$ cat src/rtl/multi_edge_detector.sv
// Multi-channel edge detector with the following per-channel stages:
// - an optional synchroniser
// - a glitch filter
// - programmable edge qualification (rise/fall/both/off)
// - a registered tick, a direction flag, and a sticky event flag
module multi_edge_detector #(
    parameter int unsigned CHANNELS      = 4,
    parameter int unsigned SYNC_STAGES   = 2,
    parameter int unsigned FILTER_CYCLES = 1,
    parameter logic        INIT_LEVEL    = 1'b0
) (
    input  logic                  clk,
    input  logic                  rst_n,
    input  logic [CHANNELS-1:0]   i_wave,
    input  logic [2*CHANNELS-1:0] i_mode,
    input  logic [CHANNELS-1:0]   i_clr,
    output logic [CHANNELS-1:0]   o_level,
    output logic [CHANNELS-1:0]   o_tick,
    output logic [CHANNELS-1:0]   o_dir,
    output logic [CHANNELS-1:0]   o_event,
    output logic                  o_any_tick
);

    localparam int unsigned CNT_W = $clog2(FILTER_CYCLES + 1);
    localparam logic [CNT_W-1:0] CNT_LAST = CNT_W'(FILTER_CYCLES - 1);

    logic [CHANNELS-1:0] w_s;
    logic [CHANNELS-1:0] w_tick_next;
    logic                r_any_tick;

    genvar g;
    for (g = 0; g < CHANNELS; g++) begin : gen_ch

        if (SYNC_STAGES > 0) begin : gen_sync
            logic [SYNC_STAGES-1:0] r_sync;

            // Synchroniser shift register; the last stage feeds the filter
            always_ff @(posedge clk) begin
                if (!rst_n) begin
                    r_sync <= {SYNC_STAGES{INIT_LEVEL}};
                end else begin
                    r_sync[0] <= i_wave[g];
                    for (int k = 1; k < int'(SYNC_STAGES); k++) begin
                        r_sync[k] <= r_sync[k-1];
                    end
                end
            end

            assign w_s[g] = r_sync[SYNC_STAGES-1];
        end else begin : gen_nosync
            assign w_s[g] = i_wave[g];
        end

        logic [CNT_W-1:0] r_cnt;
        logic [CNT_W-1:0] w_cnt_next;
        logic             r_level;
        logic             r_dir;
        logic             r_tick;
        logic             r_event;
        logic             w_level_next;
        logic             w_dir_next;
        logic             w_tick_ch;

        // Filter and qualification: accept a level once it persists FILTER_CYCLES samples
        always_comb begin
            w_cnt_next   = '0;
            w_level_next = r_level;
            w_dir_next   = r_dir;
            w_tick_ch    = 1'b0;
            if (w_s[g] != r_level) begin
                if (r_cnt == CNT_LAST) begin
                    w_level_next = w_s[g];
                    w_dir_next   = w_s[g];
                    w_tick_ch    = w_s[g] ? i_mode[2*g] : i_mode[2*g+1];
                end else begin
                    w_cnt_next = r_cnt + CNT_W'(1);
                end
            end
        end

        // Per-channel state; a new tick takes priority over a simultaneous clear
        always_ff @(posedge clk) begin
            if (!rst_n) begin
                r_cnt   <= '0;
                r_level <= INIT_LEVEL;
                r_dir   <= 1'b0;
                r_tick  <= 1'b0;
                r_event <= 1'b0;
            end else begin
                r_cnt   <= w_cnt_next;
                r_level <= w_level_next;
                r_dir   <= w_dir_next;
                r_tick  <= w_tick_ch;
                r_event <= (r_event & ~i_clr[g]) | w_tick_ch;
            end
        end

        assign w_tick_next[g] = w_tick_ch;
        assign o_level[g]     = r_level;
        assign o_dir[g]       = r_dir;
        assign o_tick[g]      = r_tick;
        assign o_event[g]     = r_event;
    end

    // Aggregate tick, registered alongside the per-channel ticks
    always_ff @(posedge clk) begin
        if (!rst_n) begin
            r_any_tick <= 1'b0;
        end else begin
            r_any_tick <= |w_tick_next;
        end
    end

    assign o_any_tick = r_any_tick;

endmodule

$ cat config.mk
export PLATFORM = sky130hd
export DESIGN_NAME = multi_edge_detector
export DESIGN_NICKNAME = d
export VERILOG_FILES = /design/src/rtl/multi_edge_detector.sv
export SDC_FILE = /design/constraint.sdc
export NUM_CORES = 1
export LEC_CHECK = 0
export ABC_AREA = 0
export ABC_CLOCK_PERIOD_IN_PS = 3000
export BUFFER_PORTS_ARGS = -buffer_cell sky130_fd_sc_hd__buf_2
export CORE_MARGIN = 2
export CORE_UTILIZATION = 45
export DETAILED_ROUTE_END_ITERATION = 12
export PLACE_DENSITY = 0.85
export SYNTH_ARGS = -nofsm -noshare
export SYNTH_HDL_FRONTEND = slang
export SYNTH_SLANG_ARGS = --single-unit
$ cat constraint.sdc
create_clock -name clk -period 3 [get_ports clk]
set_clock_uncertainty 0.05 [all_clocks]
set_input_delay 0.15 -clock clk [delete_from_list [all_inputs] [get_ports clk]]
set_output_delay 0.15 -clock clk [all_outputs]
set_load 0.1 [all_outputs]
Word-level counts from Yosys, hierarchy flattened

Index checks and enable logic that the tools add are counted.

Output and inout bits: 17
Input port bits: 18
Bits in registers: 25
Logic and storage cells: 66

Equal/unequal tests: 4
Mux-type cells: 12
Bitwise logic cells: 16
Reductions and logical operators: 9
$add $sub $neg: 4

Operator list:

| operator            | number |
|---|---|
| $mux 1              | 12 |
| $reduce_and 3->1    | 4 |
| $not 1->1           | 8 |
| $reduce_and 2->1    | 4 |
| $add 1x1->1 const B | 4 |
| $and 1x1->1         | 4 |
| $ne 1x1->1          | 4 |
| $or 1x1->1          | 4 |
| $reduce_or 4->1     | 1 |

Logic depth before layout (Yosys ltp)

Depth after elaboration: 4
Depth in mapped cells: 3
Mapped depth without buffers: 3

Worst setup path after synthesis

OpenSTA, ideal clock, no wires.

Path kind: register -> output
From: register r_any_tick (netlist: o_any_tick)
To: output port o_any_tick
Stages on the path, launching flop included: 1
Arrival time: 0.909 ns
Required time: 2.800 ns
Setup slack: 1.891 ns
Path buffers: 0
Path through: dfxtp_1

RTL lines:

| what                   | line | RTL |
|---|---|---|
| start, declared        | 29   | `logic r_any_tick;` |
| start signal, assigned | 110  | `r_any_tick <= \|w_tick_next;` |
| end, declared          | 21   | `output logic o_any_tick` |

No word-level cell between the ends.

Worst setup path after layout

From: register gen_ch[0].r_dir
To: output port o_dir[0]

RTL lines:

| what                   | line | RTL |
|---|---|---|
| start, declared        | 57   | `logic r_dir;` |
| start signal, assigned | 92   | `r_dir <= w_dir_next;` |
| end, declared          | 19   | `output logic [CHANNELS-1:0] o_dir,` |

No word-level cell between the ends.

==> impl_metrics.yaml <==
worst_hold_path:
  worstHoldStart: "i_clr[0]"
  holdPathEnd: "gen_ch[0].r_event"
  whs_path_depth: 3
  hold_path.class: "input pin to flop"
run_status:
  status: "finished, final reports clean"
cells_and_area:
  antennaDiodeCount: 0
  drive_above_1_share: 0.357
  nets: 131
  syn2layout_area_growth_pct: 16.8
  utilization: 0.555
place:
  io_buffers: 34
  dp_hpwl_um: 1060
  gp_congestion: 0.734
critical_path:
  r2r_slack_ns: 1.81
  cp_cell_sequence: "buf_2"
  crit_fanout: 5
  end_kind: "output pin"
  worst-setup-path-type: "flop to output pin"
  r2r-start: "gen_ch[3].r_dir"
  r2r_cells: 3
  r2r-end: "o_any_tick"
  critPathMaxStageDelay_ns: 0.45
  arrival_ns: 1.17
  crit_slowest_cell: "buf_2"
  required_ns: 2.80
  startpoint_type: "flop"
  cp_top_family: "buffers and inverters"
  cp.buffers_inverters: 1
pwr:
  power.density_mw_per_mm2: 528
  leakagePower_nw: 0.508
  vdd_ir_drop_max_mv: 0.381
  power_uw: 569
die:
  fp.dieH_um: 49.3
  initial_utilization: 0.476
  die_w_um: 49.3
  ioPinCount: 35
  num_rows: 16
  die_area_mm2: 0.00243
  core-area_mm2: 0.00194
sta:
  period_share: 0.458
  clock.fmax_mhz: 728
  tns_ns: 0
  hold_viol: 0
  slew_viol_final: 0
  setup_viol: 0
  rsz0062_at_grt: "false"
  min_period_ns: 1.37
grt:
  grt_pass1_vias: 577
  grt_max_degree: 22
  antenna_found_initial: 0
  overflow: 0
  grt_usage: 0.129
  grt_pass1_wl_um: 2350
synth:
  synth_top_area_share: 0.542
  synth_flop_cell: "dfxtp_1"
  synth_edf_count: 0
  synth_area_leaders: "dfxtp_1, buf_4, and2_1"
  synthTopCellsByCount: "dfxtp_1, buf_4, and2_1, nand3b_1, nor2b_1"
  synth.most_common_cell: "dfxtp_1"
  synth.distinct_cells: 13
  syn_area_um2: 923
  yosysSeqAreaShare: 0.542
  yosysWarnings: 0
  synth_seq_cells: 25
  syn_avg_cell_area_um2: 10.9
  syn_inst: 85
  yosysTopAreaCell: "dfxtp_1"
  synthArstFlopShare: 0
route:
  drt_pre_antenna_iters: 4
  totalWireLength_um: 1470
  vias: 611
  final_antenna_net_count: 0
  wl_per_cell_um: 10.5
  via_per_inst: 4.40
  drc_errors: 0
  drt_iter0_drc: 2
cts:
  cts_tree: "yes"
  post_cts_buffers: 0
  path_clk_slew_ns: 0.13
  cts_hold_buf: 4
  clk_latency_ns: 0.31
  numCtsBuffers: 3
  htree_num_levels: 1
  cts_sinks: 25
  post_cts_resized: 0
  root_buffer: "clkbuf_4"
  clk_path_buf_depth: 2
run:
  maxCapViolations: 0
## where the power goes
part | internal (mW) | total, mW | leakage, nW | switching (mW)
Clock | 0.0499 | 0.145 | 0.0177 | 0.0952
Combinational | 0.0236 | 0.0743 | 0.285 | 0.0508
Sequential | 0.344 | 0.350 | 0.205 | 0.00615
## registers in the layout, summed over array words and instances, names as in the netlist
| register | cells |
|---|---|
| gen_ch.r_tick | 4 |
| gen_ch.gen_sync.r_sync | 8 |
| gen_ch.r_cnt | 4 |
| gen_ch.r_dir | 4 |
| o_any_tick | 1 |
| gen_ch.r_event | 4 |
## cell type report
class,count,area [um2]
clock inverter,1,5.00
sequential,25,500
timing repair buffer,38,210
tap,27,33.8
clock buffer,3,22.5
fill,180,863
multi-input combinational,45,307
## per-layer routing
layer  wire, um  track usage  share of wire  up-vias
met5          0            0              0        -
met4         12       0.0429         0.0082        0
met3        112       0.0644          0.076        2
met2        741        0.234           0.51       26
met1        599        0.126           0.41      273
li1           -            -              -      310
## kinds of logic (layout without fill, tap and decap cells)
| family | Yosys count | after routing | share of synthesized area |
|---|---|---|---|
| flip-flops | 25 | 25 | 0.542 |
| AO/OA/AOI/OAI | 9 | 9 | 0.0705 |
| other | 1 | 4 | 0.00406 |
| AND/OR/NAND/NOR | 28 | 28 | 0.202 |
| buffers and inverters | 18 | 42 | 0.138 |
| multiplexers | 4 | 4 | 0.0434 |
## metrics by stage
step           instance area (um2)  std cells  setup slack (ns)  hold slack, ns
6_report                      1080        139              1.63          0.0756
5_1_grt                       1080        139              1.57          0.0740
4_1_cts                       1080        139              1.62          0.0724
3_5_place_dp                  1010        131              1.82           0.311
3_3_place_gp                  1010        131              1.87           0.310
2_1_floorplan                  935         88              1.89           0.227
## worst max-delay path by stage
| stage | startpoint | endpoint | slack (ns) | depth (start not counted) |
|---|---|---|---|---|
| global placement | gen_ch[2].r_dir | o_any_tick | 1.87 | 3 |
| finish | gen_ch[0].r_dir | o_dir[0] | 1.63 | 1 |
| floorplan | o_any_tick | o_any_tick | 1.89 | 0 |
| CTS | gen_ch[0].r_dir | o_dir[0] | 1.62 | 1 |
| detailed placement | gen_ch[3].r_dir | o_any_tick | 1.82 | 3 |
| global route | gen_ch[0].r_dir | o_level[0] | 1.57 | 1 |
## cell usage in the layout, fill, tap and decap left out, drive strengths merged
cell,instances
and2,12
dlygate4sd3,4
nor2b,8
dfxtp,25
nand3b,8
a21oi,4
clkbuf,3
conb,4
clkinv,1
mux2i,4
o41a,1
buf,34
o21a,4
(Power assumes the default switching activity.)
